==> config.mk <==
export PLATFORM = sky130hd
export DESIGN_NAME = bcd_serial_addsub
export DESIGN_NICKNAME = d
export VERILOG_FILES = /design/src/rtl/bcd_serial_addsub.sv
export SDC_FILE = /design/constraint.sdc
export NUM_CORES = 1
export LEC_CHECK = 0
export ABC_AREA = 1
export BUFFER_PORTS_ARGS = -buffer_cell sky130_fd_sc_hd__buf_2
export CORE_UTILIZATION = 40
export DETAILED_ROUTE_END_ITERATION = 7
export PLACE_DENSITY = 0.67
export SYNTH_ARGS = -nofsm -noshare
export SYNTH_HDL_FRONTEND = slang
export SYNTH_HIERARCHICAL = 1
export SYNTH_SLANG_ARGS = --single-unit
==> constraint.sdc <==
create_clock -name clk -period 5 [get_ports clk]
set_clock_uncertainty 0.2 [all_clocks]
set_input_delay 1.25 -clock clk [delete_from_list [all_inputs] [get_ports clk]]
set_output_delay 1.25 -clock clk [all_outputs]
set_load 0.05 [all_outputs]
==> src/rtl/bcd_serial_addsub.sv <==
// ---------------------------------------------------------------------------
// bcd_serial_addsub
//
// Digit-serial multi-digit BCD adder/subtractor sequencer. One BCD digit pair
// is pushed through a digit-sum four_bit_add stage and a +6 correction
// four_bit_add stage per clock. Subtraction is done by 10's complement. A
// negative result is re-complemented in a second serial pass, so the result
// is reported as sign plus magnitude.
//
// Optional build macro: BCD_INPUT_CHECK_EN
//   defined   : err flags any operand nibble >9 seen on an accepted start
//   undefined : err is tied low and no check logic exists
//
// Parameters:
//   DIGITS  number of BCD digits per operand (>=1)
//
// Ports:
//   clk    in   system clock, rising edge
//   rst    in   synchronous active-high reset
//   start  in   request, sampled only while idle
//   sub    in   0 = a+b, 1 = a-b (latched on accepted start)
//   a, b   in   BCD operands, digit 0 in [3:0] (latched on accepted start)
//   busy   out  high from the cycle after an accepted start until done
//   done   out  single-cycle pulse, result valid
//   s      out  BCD result magnitude, held until the next accepted start
//   c      out  decimal carry out for add, 0 for sub
//   neg    out  result negative for sub, 0 for add
//   err    out  invalid digit seen in a or b for this operation
// ---------------------------------------------------------------------------

// ---------------------------------------------------------------------------
// four_bit_add
//
// Plain 4-bit ripple-carry adder.
//
// Ports:
//   a, b  in   4-bit addends
//   ci    in   carry in
//   s     out  4-bit sum
//   co    out  carry out
// ---------------------------------------------------------------------------
module four_bit_add (
  input  logic [3:0] a,
  input  logic [3:0] b,
  input  logic       ci,
  output logic [3:0] s,
  output logic       co
);

  // Ripple the carry through four full-adder cells.
  always_comb begin
    logic carry_v;
    carry_v = ci;
    s       = 4'd0;
    for (int i = 0; i < 4; i++) begin
      s[i]    = a[i] ^ b[i] ^ carry_v;
      carry_v = (a[i] & b[i]) | (a[i] & carry_v) | (b[i] & carry_v);
    end
    co = carry_v;
  end

endmodule

module bcd_serial_addsub #(
  parameter int DIGITS = 4
) (
  input  logic                clk,
  input  logic                rst,
  input  logic                start,
  input  logic                sub,
  input  logic [4*DIGITS-1:0] a,
  input  logic [4*DIGITS-1:0] b,
  output logic                busy,
  output logic                done,
  output logic [4*DIGITS-1:0] s,
  output logic                c,
  output logic                neg,
  output logic                err
);

  localparam int W     = 4 * DIGITS;
  localparam int IDX_W = (DIGITS > 1) ? $clog2(DIGITS) : 1;

  localparam logic [IDX_W-1:0] IDX_ZERO = IDX_W'(1'b0);
  localparam logic [IDX_W-1:0] IDX_ONE  = IDX_W'(1'b1);
  localparam logic [IDX_W-1:0] IDX_LAST = IDX_W'(DIGITS - 1);

  typedef enum logic [1:0] {
    IDLE = 2'd0,
    RUN  = 2'd1,
    COMP = 2'd2,
    DONE = 2'd3
  } state_t;

  state_t           state_r;
  logic [W-1:0]     a_r;
  logic [W-1:0]     b_r;
  logic             sub_r;
  logic [IDX_W-1:0] idx_r;
  logic             carry_r;
  logic [W-1:0]     s_r;
  logic             busy_r;
  logic             done_r;
  logic             c_r;
  logic             neg_r;

  logic [3:0]       dig_x_s;
  logic [3:0]       dig_y_s;
  logic [3:0]       raw_lo_s;
  logic             raw_hi_s;
  logic             need_fix_s;
  logic [3:0]       fix_addend_s;
  logic [3:0]       dig_out_s;
  logic             fix_co_s;
  logic             carry_next_s;
  logic             last_s;

  // Operand selection: RUN adds a[i] to b[i] or its 9's complement, COMP
  // re-complements the stored digit (the +1 of the 10's complement arrives as
  // the carry seeded on entry to each pass).
  always_comb begin
    dig_x_s = 4'd0;
    dig_y_s = 4'd0;
    case (state_r)
      RUN: begin
        dig_x_s = a_r[{idx_r, 2'b00} +: 4];
        if (sub_r) begin
          dig_y_s = 4'd9 - b_r[{idx_r, 2'b00} +: 4];
        end else begin
          dig_y_s = b_r[{idx_r, 2'b00} +: 4];
        end
      end
      COMP: begin
        dig_x_s = 4'd9 - s_r[{idx_r, 2'b00} +: 4];
        dig_y_s = 4'd0;
      end
      default: begin
        dig_x_s = 4'd0;
        dig_y_s = 4'd0;
      end
    endcase
  end

  // Binary digit sum; {raw_hi_s, raw_lo_s} is the 5-bit raw digit sum.
  four_bit_add u_digit_sum (
    .a  (dig_x_s),
    .b  (dig_y_s),
    .ci (carry_r),
    .s  (raw_lo_s),
    .co (raw_hi_s)
  );

  // Decide whether the raw sum left the 0..9 range and needs +6.
  always_comb begin
    need_fix_s = raw_hi_s | (raw_lo_s > 4'd9);
    if (need_fix_s) begin
      fix_addend_s = 4'd6;
    end else begin
      fix_addend_s = 4'd0;
    end
  end

  // Decimal correction stage.
  four_bit_add u_digit_fix (
    .a  (raw_lo_s),
    .b  (fix_addend_s),
    .ci (1'b0),
    .s  (dig_out_s),
    .co (fix_co_s)
  );

  // A raw sum of 10..15 overflows only in the +6 stage, 16 and above already
  // overflowed in the sum stage, so either carry means raw>9.
  always_comb begin
    carry_next_s = raw_hi_s | fix_co_s;
    last_s       = (idx_r == IDX_LAST);
  end

  // Sequencer: operand capture, per-digit stepping and result registers.
  always_ff @(posedge clk) begin
    if (rst) begin
      state_r <= IDLE;
      a_r     <= {W{1'b0}};
      b_r     <= {W{1'b0}};
      sub_r   <= 1'b0;
      idx_r   <= IDX_ZERO;
      carry_r <= 1'b0;
      s_r     <= {W{1'b0}};
      busy_r  <= 1'b0;
      done_r  <= 1'b0;
      c_r     <= 1'b0;
      neg_r   <= 1'b0;
    end else begin
      done_r <= 1'b0;
      case (state_r)
        IDLE: begin
          if (start) begin
            a_r     <= a;
            b_r     <= b;
            sub_r   <= sub;
            idx_r   <= IDX_ZERO;
            carry_r <= sub;
            c_r     <= 1'b0;
            neg_r   <= 1'b0;
            busy_r  <= 1'b1;
            state_r <= RUN;
          end
        end
        RUN: begin
          s_r[{idx_r, 2'b00} +: 4] <= dig_out_s;
          carry_r                  <= carry_next_s;
          if (last_s) begin
            idx_r <= IDX_ZERO;
            if (!sub_r) begin
              c_r     <= carry_next_s;
              state_r <= DONE;
            end else if (carry_next_s) begin
              // No borrow: the 10's complement sum is already the magnitude.
              neg_r   <= 1'b0;
              state_r <= DONE;
            end else begin
              // Borrow: result is negative, re-complement it digit by digit.
              neg_r   <= 1'b1;
              carry_r <= 1'b1;
              state_r <= COMP;
            end
          end else begin
            idx_r <= idx_r + IDX_ONE;
          end
        end
        COMP: begin
          s_r[{idx_r, 2'b00} +: 4] <= dig_out_s;
          carry_r                  <= carry_next_s;
          if (last_s) begin
            // Carry out of the top digit is dropped.
            idx_r   <= IDX_ZERO;
            state_r <= DONE;
          end else begin
            idx_r <= idx_r + IDX_ONE;
          end
        end
        DONE: begin
          done_r  <= 1'b1;
          busy_r  <= 1'b0;
          state_r <= IDLE;
        end
        default: begin
          busy_r  <= 1'b0;
          state_r <= IDLE;
        end
      endcase
    end
  end

`ifdef BCD_INPUT_CHECK_EN
  logic err_r;

  // True when any nibble of the operand is not a BCD digit.
  function automatic logic has_bad_digit(input logic [W-1:0] v);
    logic bad_v;
    bad_v = 1'b0;
    for (int i = 0; i < DIGITS; i++) begin
      if (v[4*i +: 4] > 4'd9) begin
        bad_v = 1'b1;
      end
    end
    return bad_v;
  endfunction

  // Operand digit check, evaluated once per accepted start and then held.
  always_ff @(posedge clk) begin
    if (rst) begin
      err_r <= 1'b0;
    end else if ((state_r == IDLE) && start) begin
      err_r <= has_bad_digit(a) | has_bad_digit(b);
    end
  end

  assign err = err_r;
`else
  assign err = 1'b0;
`endif

  assign busy = busy_r;
  assign done = done_r;
  assign s    = s_r;
  assign c    = c_r;
  assign neg  = neg_r;

endmodule

---- Word-level counts from Yosys, hierarchy flattened ----
Cells that the tools add are included.
word-level totals
  register bits after elaboration ......... 58
  input bits .............................. 36
  output and inout bits ................... 21
  word-level logic and storage cells ...... 125
cells by class
  add/subtract/negate cells ............... 4
  $lt $le $gt $ge ......................... 1
  equal/unequal tests ..................... 9
  shift-type cells ........................ 5
  multiplexer cells ....................... 29
  bitwise operators ....................... 53
  reductions and logical operators ........ 13
operators by type and width
  cell                    number
  $shiftx 16x5->4         3
  $and 1x1->1             20
  $bwmux 16               1
  $or 1x1->1              16
  $shift 4x6->16 const A  1
  $shiftx 4x6->16         1
  $xor 1x1->1             14
  $mux 1                  13
  $mux 2                  5
  $ne 2x2->1 const B      5
  $mux 4                  2
  $pmux 2 s4              1
  $pmux 4 s2              1
  $reduce_and 2->1        4
  $reduce_and 4->1        2
  $sub 4x4->4 const A     2
  $eq 2x2->1 const B      3
  $neg 4->6               1
  $pmux 1 s2              3
  $reduce_bool 2->1       3
  $gt 4x4->1 const B      1
  $pmux 2 s2              1
  $mux 3                  1
  $pmux 1 s3              1
  other kinds (9)         9

---- Longest topological paths before layout ----
  word-level depth ........................ 33
  depth in mapped cells ................... 29
  mapped depth without buffers ............ 27

---- Modules after synthesis ----
Netlist, hierarchy kept.
by module, submodules not included
  module             times used  cells each  area an instance (um2)  sequential area each (um2)
  bcd_serial_addsub  1           413         2992.9                  1161.1
  four_bit_add       2           14          117.6                   0.0

---- Worst setup path after synthesis ----
Ideal clock, no wire load.
  path kind ............................... flip-flop to flip-flop
  start ................................... reg idx_r[0]
  end ..................................... reg s_r[15], in the netlist s[15]
  library setup time ...................... 66 ps
  arrival time ............................ 4266 ps
  data required time ...................... 4734 ps
  path slack .............................. 468 ps
  stages on the path, launching flop included .. 26
  buffers on the path ..................... 2
  period minus slack after synthesis ...... 4532 ps
  path through ............................ dfxtp_1 buf_6 inv_6 buf_4 o21ai_1 o211ai_1 a21oi_1 inv_1 fa_1 inv_1 fa_1 fa_1 inv_1 fa_1 inv_1 o21ai_0 nand2_1 fa_1 fa_1 inv_1 fa_1 inv_1 nand2_1 nor2_1 a22oi_1 nor2_1
between the ends
  elaborated cells on any way between the ends .. 61
  those cells by class .................... add/sub (3); order compare (1); shift (5); mux (5); bitwise (47)
RTL lines
  element                          RTL line  RTL
  from (decl)                      99        logic [IDX_W-1:0] idx_r;
  from (signal assigned)           228       idx_r <= idx_r + IDX_ONE;
  from (signal assigned)           239       idx_r <= idx_r + IDX_ONE;
  $shiftx 16x5->4                  134       dig_x_s = 4'd9 - s_r[{idx_r, 2'b00} +: 4];
  $sub 4x4->4                      134
  $pmux 4 s2 (*)                   124       case (state_r)
  named net dig_x_s[0]             107       logic [3:0] dig_x_s;
  $and 1x1->1                      57        carry_v = (a[i] & b[i]) | (a[i] & carry_v) | (b[i] & carry_v);
  $or 1x1->1 (*) (2 in series)     57
  $and 1x1->1                      57
  $or 1x1->1                       57
  [... 5 more ...]                 n/a
  named net raw_lo_s[3]            109       logic [3:0] raw_lo_s;
  [... 2 more ...]                 n/a
  named net need_fix_s             111       logic need_fix_s;
  [... 2 more ...]                 n/a
  $or 1x1->1 (2 in series)         57
  $and 1x1->1                      57
  $or 1x1->1                       57
  $or 1x1->1 (*)                   57
  $xor 1x1->1 (*)                  56        s[i] = a[i] ^ b[i] ^ carry_v;
  named net dig_out_s[3]           113       logic [3:0] dig_out_s;
  $shiftx 4x6->16 (*)              210, 232
  $bwmux 16 (*)                    210, 232
  to (signal assigned)             188       s_r <= {W{1'b0}};
  to (signal, indexed assignment)  210       s_r[{idx_r, 2'b00} +: 4] <= dig_out_s;
  to (signal, indexed assignment)  232       s_r[{idx_r, 2'b00} +: 4] <= dig_out_s;
  to (decl)                        101       logic [W-1:0] s_r;
The timed path passes the listed nets; every way through them passes the cells marked *.
A chain may end at the register's enable or synchronous reset.

---- Worst setup path in the final report ----
  start ................................... reg state_r[1]
  end ..................................... reg s_r[7], in the netlist s[7]
between the ends
  elaborated cells on any way between the ends .. 56
  those cells by class .................... order compare (1); eq/ne (2); shift (1); mux (4); bitwise (47); reduce/logical (1)
RTL lines
  element                   RTL line  RTL
  from (decl)               95        state_t state_r;
  from (signal assigned)    182       state_r <= IDLE;
  from (signal assigned)    206       state_r <= RUN;
  from (signal assigned)    216       state_r <= DONE;
  $eq 2x1->1 (*)            124
  $mux 4 (*)                124
  named net dig_y_s[0]      108       logic [3:0] dig_y_s;
  $and 1x1->1               57
  $or 1x1->1                57
  $or 1x1->1 (*)            57
  $and 1x1->1               57
  $or 1x1->1                57
  [... 5 more ...]          n/a
  named net raw_lo_s[3]     109
  [... 2 more ...]          n/a
  named net need_fix_s      111
  [... 2 more ...]          n/a
  $or 1x1->1 (2 in series)  57
  $and 1x1->1               57
  $or 1x1->1                57
  $or 1x1->1 (*)            57
  $xor 1x1->1 (*)           56
  named net dig_out_s[3]    113
  $shiftx 4x6->16 (*)       210, 232
  $bwmux 16 (*)             210, 232
Marked as above.

==> summary.md <==
| Metric | Value |
|---|---|
| P_int | `1.09 mW` |
| Sequential area share after synthesis | `36.0%` |
| Setup CP Type | `flip-flop to flip-flop` |
| Share of the synthesized area in the top cell type | `36.0%` |
| Max Fanout on Critical Path | `11` |
| Post-synth ARST share | `0%` |
| Die width | `91.8 um` |
| Mapped Area | `3230 um^2` |
| Worst-Skew Late Latency | `350 ps` |
| GR Overflow Total | `0` |
| Dominant cell type by area after synthesis | `dfxtp_1` |
| Vias in the first global route | `2,908` |
| Worst R2R Path Depth | `24` |
| Ant diodes | `0` |
| Detail-routed via count per cell | `4.97` |
| Fill cell count | `794` |
| Minimum clock period | `4700 ps` |
| Hpwl dp | `5.49 mm` |
| Std cell rows | `32` |
| Htree depth | `3` |
| Worst vdd ir | `0.255 mV` |
| Final setup margin | `303 ps` |
| R2r startpoint | `state_r[1]$_SDFFE_PP0P_` |
| Io pins | `57` |
| TritonRoute pass-1 iters | `5` |
| Clock-pin slew on the worst setup and hold paths | `70 ps` |
| Die ar. | `8430 um^2` |
| Via Count | `3,011` |
| Synth warn | `6` |
| Num Clock Sinks | `58` |
| First-pass GRT wire length | `13.1 mm` |
| Crit. End Element | `flip-flop` |
| Starting density of the core | `41.6%` |
| Least-Margin Pin Slew | `1000 ps` |
| Logic pwr share | `48.2%` |
| LEAKAGE | `1.64 nW` |
| Worst R2R End | `s[7]$_SDFFE_PP0P_` |
| Synth-to-Final Area Change | `17.9%` |
| Layout cells sized above 1 | `22.8%` |
| Fin Hold WS | `262 ps` |
| Total power | `1.97 mW` |
| Iter 0 DRT Violations | `143` |
| WL/cell | `12.7 um` |
| Critical path required time | `5070 ps` |
| Hold Crit Start | `a_r[4]$_SDFFE_PP0P_` |
| GPL Wtd Cong | `0.908` |
| Pwr dens | `517 nW/um^2` |
| Netlist cell types | `37` |
| Syn_area_per_cell | `7.32 um^2` |
| Initial antenna violation count | `0` |
| # port buffers | `55` |
| #FFs+latches synth | `58` |
| TritonCTS buffer count | `9` |
| P_sw | `0.882 mW` |
| CTS tree | `yes` |
| Number of synthesized flops with an enable pin | `0` |
| Hold-critical path endpoint | `a_r[4]$_SDFFE_PP0P_` |
| Sequential Power Share | `30.2%` |
| Fin nets | `556` |
| Clock Power Share | `21.7%` |
| Commonest non-fill, non-tap cells in the layout | `nand2_1 (130), dfxtp_1 (55), buf_2 (55), a21oi_1 (49), nor2_1 (42)` |
| Top cells by area, synth | `dfxtp_1 (36%), nand2_1 (15%), a21oi_1 (7.8%), ha_1 (5.0%), nor2_1 (5.0%)` |
| Max-slew headroom | `33.4%` |
| Tot GR Track Use | `19.5%` |
| Commonest non-fill, non-tap cell in the layout | `nand2_1` |
| HP Class | `flip-flop to flip-flop` |
| Critical Path AT | `4770 ps` |
| Max Buffers Root-to-Sink | `2` |
| Endpoints failing setup | `0` |
| Post-Place Worst Slack | `91.5 ps` |
| Maximum clock rate | `0.213 GHz` |
| Root Buffer | `clkbuf_8` |
| Hold Fails Final Rpt | `0` |
| Die H | `91.8 um` |
| Tcrit/Tclk final | `93.9%` |
| Area post-placement | `3530 um^2` |
| Hold depth | `2` |
| Number of remaining DRC errors | `0` |
| Final ANT Viol Nets | `0` |
| Status | `finished, final reports clean` |
| Post-Syn Instances | `441` |
| Slew Limit Fails | `0` |
| Largest net degree at the start of global routing | `59` |
| Util after Layout | `49.0%` |
| Post-synth top flop | `dfxtp_1` |
| Final WL | `7.68 mm` |
| Core area | `7770 um^2` |
| Final instance area | `3810 um^2` |
| Sw Share | `44.8%` |
| Max Cap Viol | `0` |
| Launching element type of the critical path | `flip-flop` |
| R2R Setup Slk | `300 ps` |
synth_stat cells, types with 4 or more instances:
| library cell | count |
|---|---|
| nand2_1 | 130 |
| dfxtp_1 | 58 |
| a21oi_1 | 50 |
| nor2_1 | 43 |
| inv_1 | 37 |
| ha_1 | 13 |
| nand3_1 | 13 |
| o21ai_1 | 10 |
| o21ai_0 | 9 |
| a22oi_1 | 8 |
| fa_1 | 8 |
| buf_2 | 7 |
| buf_4 | 6 |
| a211oi_1 | 4 |
| clkbuf_1 | 4 |
| inv_2 | 4 |
| nand2_2 | 4 |
| nand3_2 | 4 |
worst max-delay path, cell delays in order (launching register included):
cell     delay (ps)
dfxtp_1         350
inv_1           140
ha_4            210
inv_1           130
a21oi_2         120
o21a_1          130
inv_1            50
fa_1            390
inv_1            80
fa_1            190
fa_1            180
inv_1            60
fa_1            480
inv_1            50
o21ai_0          60
nand2_1         110
fa_1            420
fa_1            370
inv_1            80
fa_1            420
inv_2            90
nand2_1          60
nor2_2          110
a22oi_1          70
nor2_1           90
cell type report:
type                            count  area [um^2]  area share (%)
Clock inverter                      7         68.8            1.81
Sequential cell                    58         1160            30.6
Timing Repair Buffer               67          382            10.0
Inverter                           42          173            4.54
Tap cell                          102          128            3.35
Clock buffer                        9          124            3.25
Multi-Input combinational cell    321         1770            46.4
metal layers:
metal | part of all wire (%) | vias up | track usage (%)
met4 | 2.1 | 0 | 9.24
met2 | 48 | 94 | 31.6
met1 | 45 | 1370 | 23.9
met3 | 5.5 | 16 | 5.64
met5 | 0 | - | 0
li1 | - | 1531 | -
through the flow:
step                      TNS (ps)  instances
after detailed placement         0        585
after global placement           0        585
final                            0        606
after CTS                        0        601
after floorplan                  0        444
after global routing         -35.9        606
state kept, by name, indices dropped and copies added, names as in the netlist:
signal and count:
a_r 16, s 16, idx_r 2, sub_r 1
done 1, busy 1, neg 1, c 1
state_r 2, b_r 16, carry_r 1
logic make-up (layout without fill, tap and decap cells):
family	Yosys count	in the layout	synth area share (%)
and+or+nand+nor	201	201	26.3
AOI/OAI and AO/OA	95	95	17.4
adders and majority gates	21	21	10.0
DFF	58	58	36.0
other	1	4	0.116
buffers and inverters	65	125	10.2
power by group through the flow:
stage          Combinational, mW  Sequential [mW]  Clock [mW]
6_report                   0.948            0.594       0.427
4_1_cts                    0.899            0.587       0.440
2_1_floorplan              0.693            0.634           0
3_5_place_dp               0.894            0.597           0
5_1_grt                     1.06            0.602       0.461
3_3_place_gp               0.879            0.596           0
worst max-delay path by stage:
stage                            startpoint                  to  slack (ps)
finish              state_r[1]$_SDFFE_PP0P_   s[7]$_SDFFE_PP0P_         300
global route          idx_r[0]$_SDFFE_PP0P_  s[15]$_SDFFE_PP0P_         -20
CTS                 state_r[1]$_SDFFE_PP0P_   s[7]$_SDFFE_PP0P_          60
detailed placement  state_r[1]$_SDFFE_PP0P_  s[15]$_SDFFE_PP0P_          90
global placement    state_r[1]$_SDFFE_PP0P_  s[15]$_SDFFE_PP0P_         280
floorplan             idx_r[0]$_SDFFE_PP0P_  s[15]$_SDFFE_PP0P_         470
what timing repair did:
| item | 4_1_cts | 5_1_grt |
|---|---|---|
| resized for setup | 0 | 16 |
| buffers inserted | 0 | 5 |
| endpoints found under the hold margin | 0 | 0 |
| setup endpoints to repair | 0 | 7 |
| hold buffers | 0 | 0 |
(Power assumes the default switching activity.)
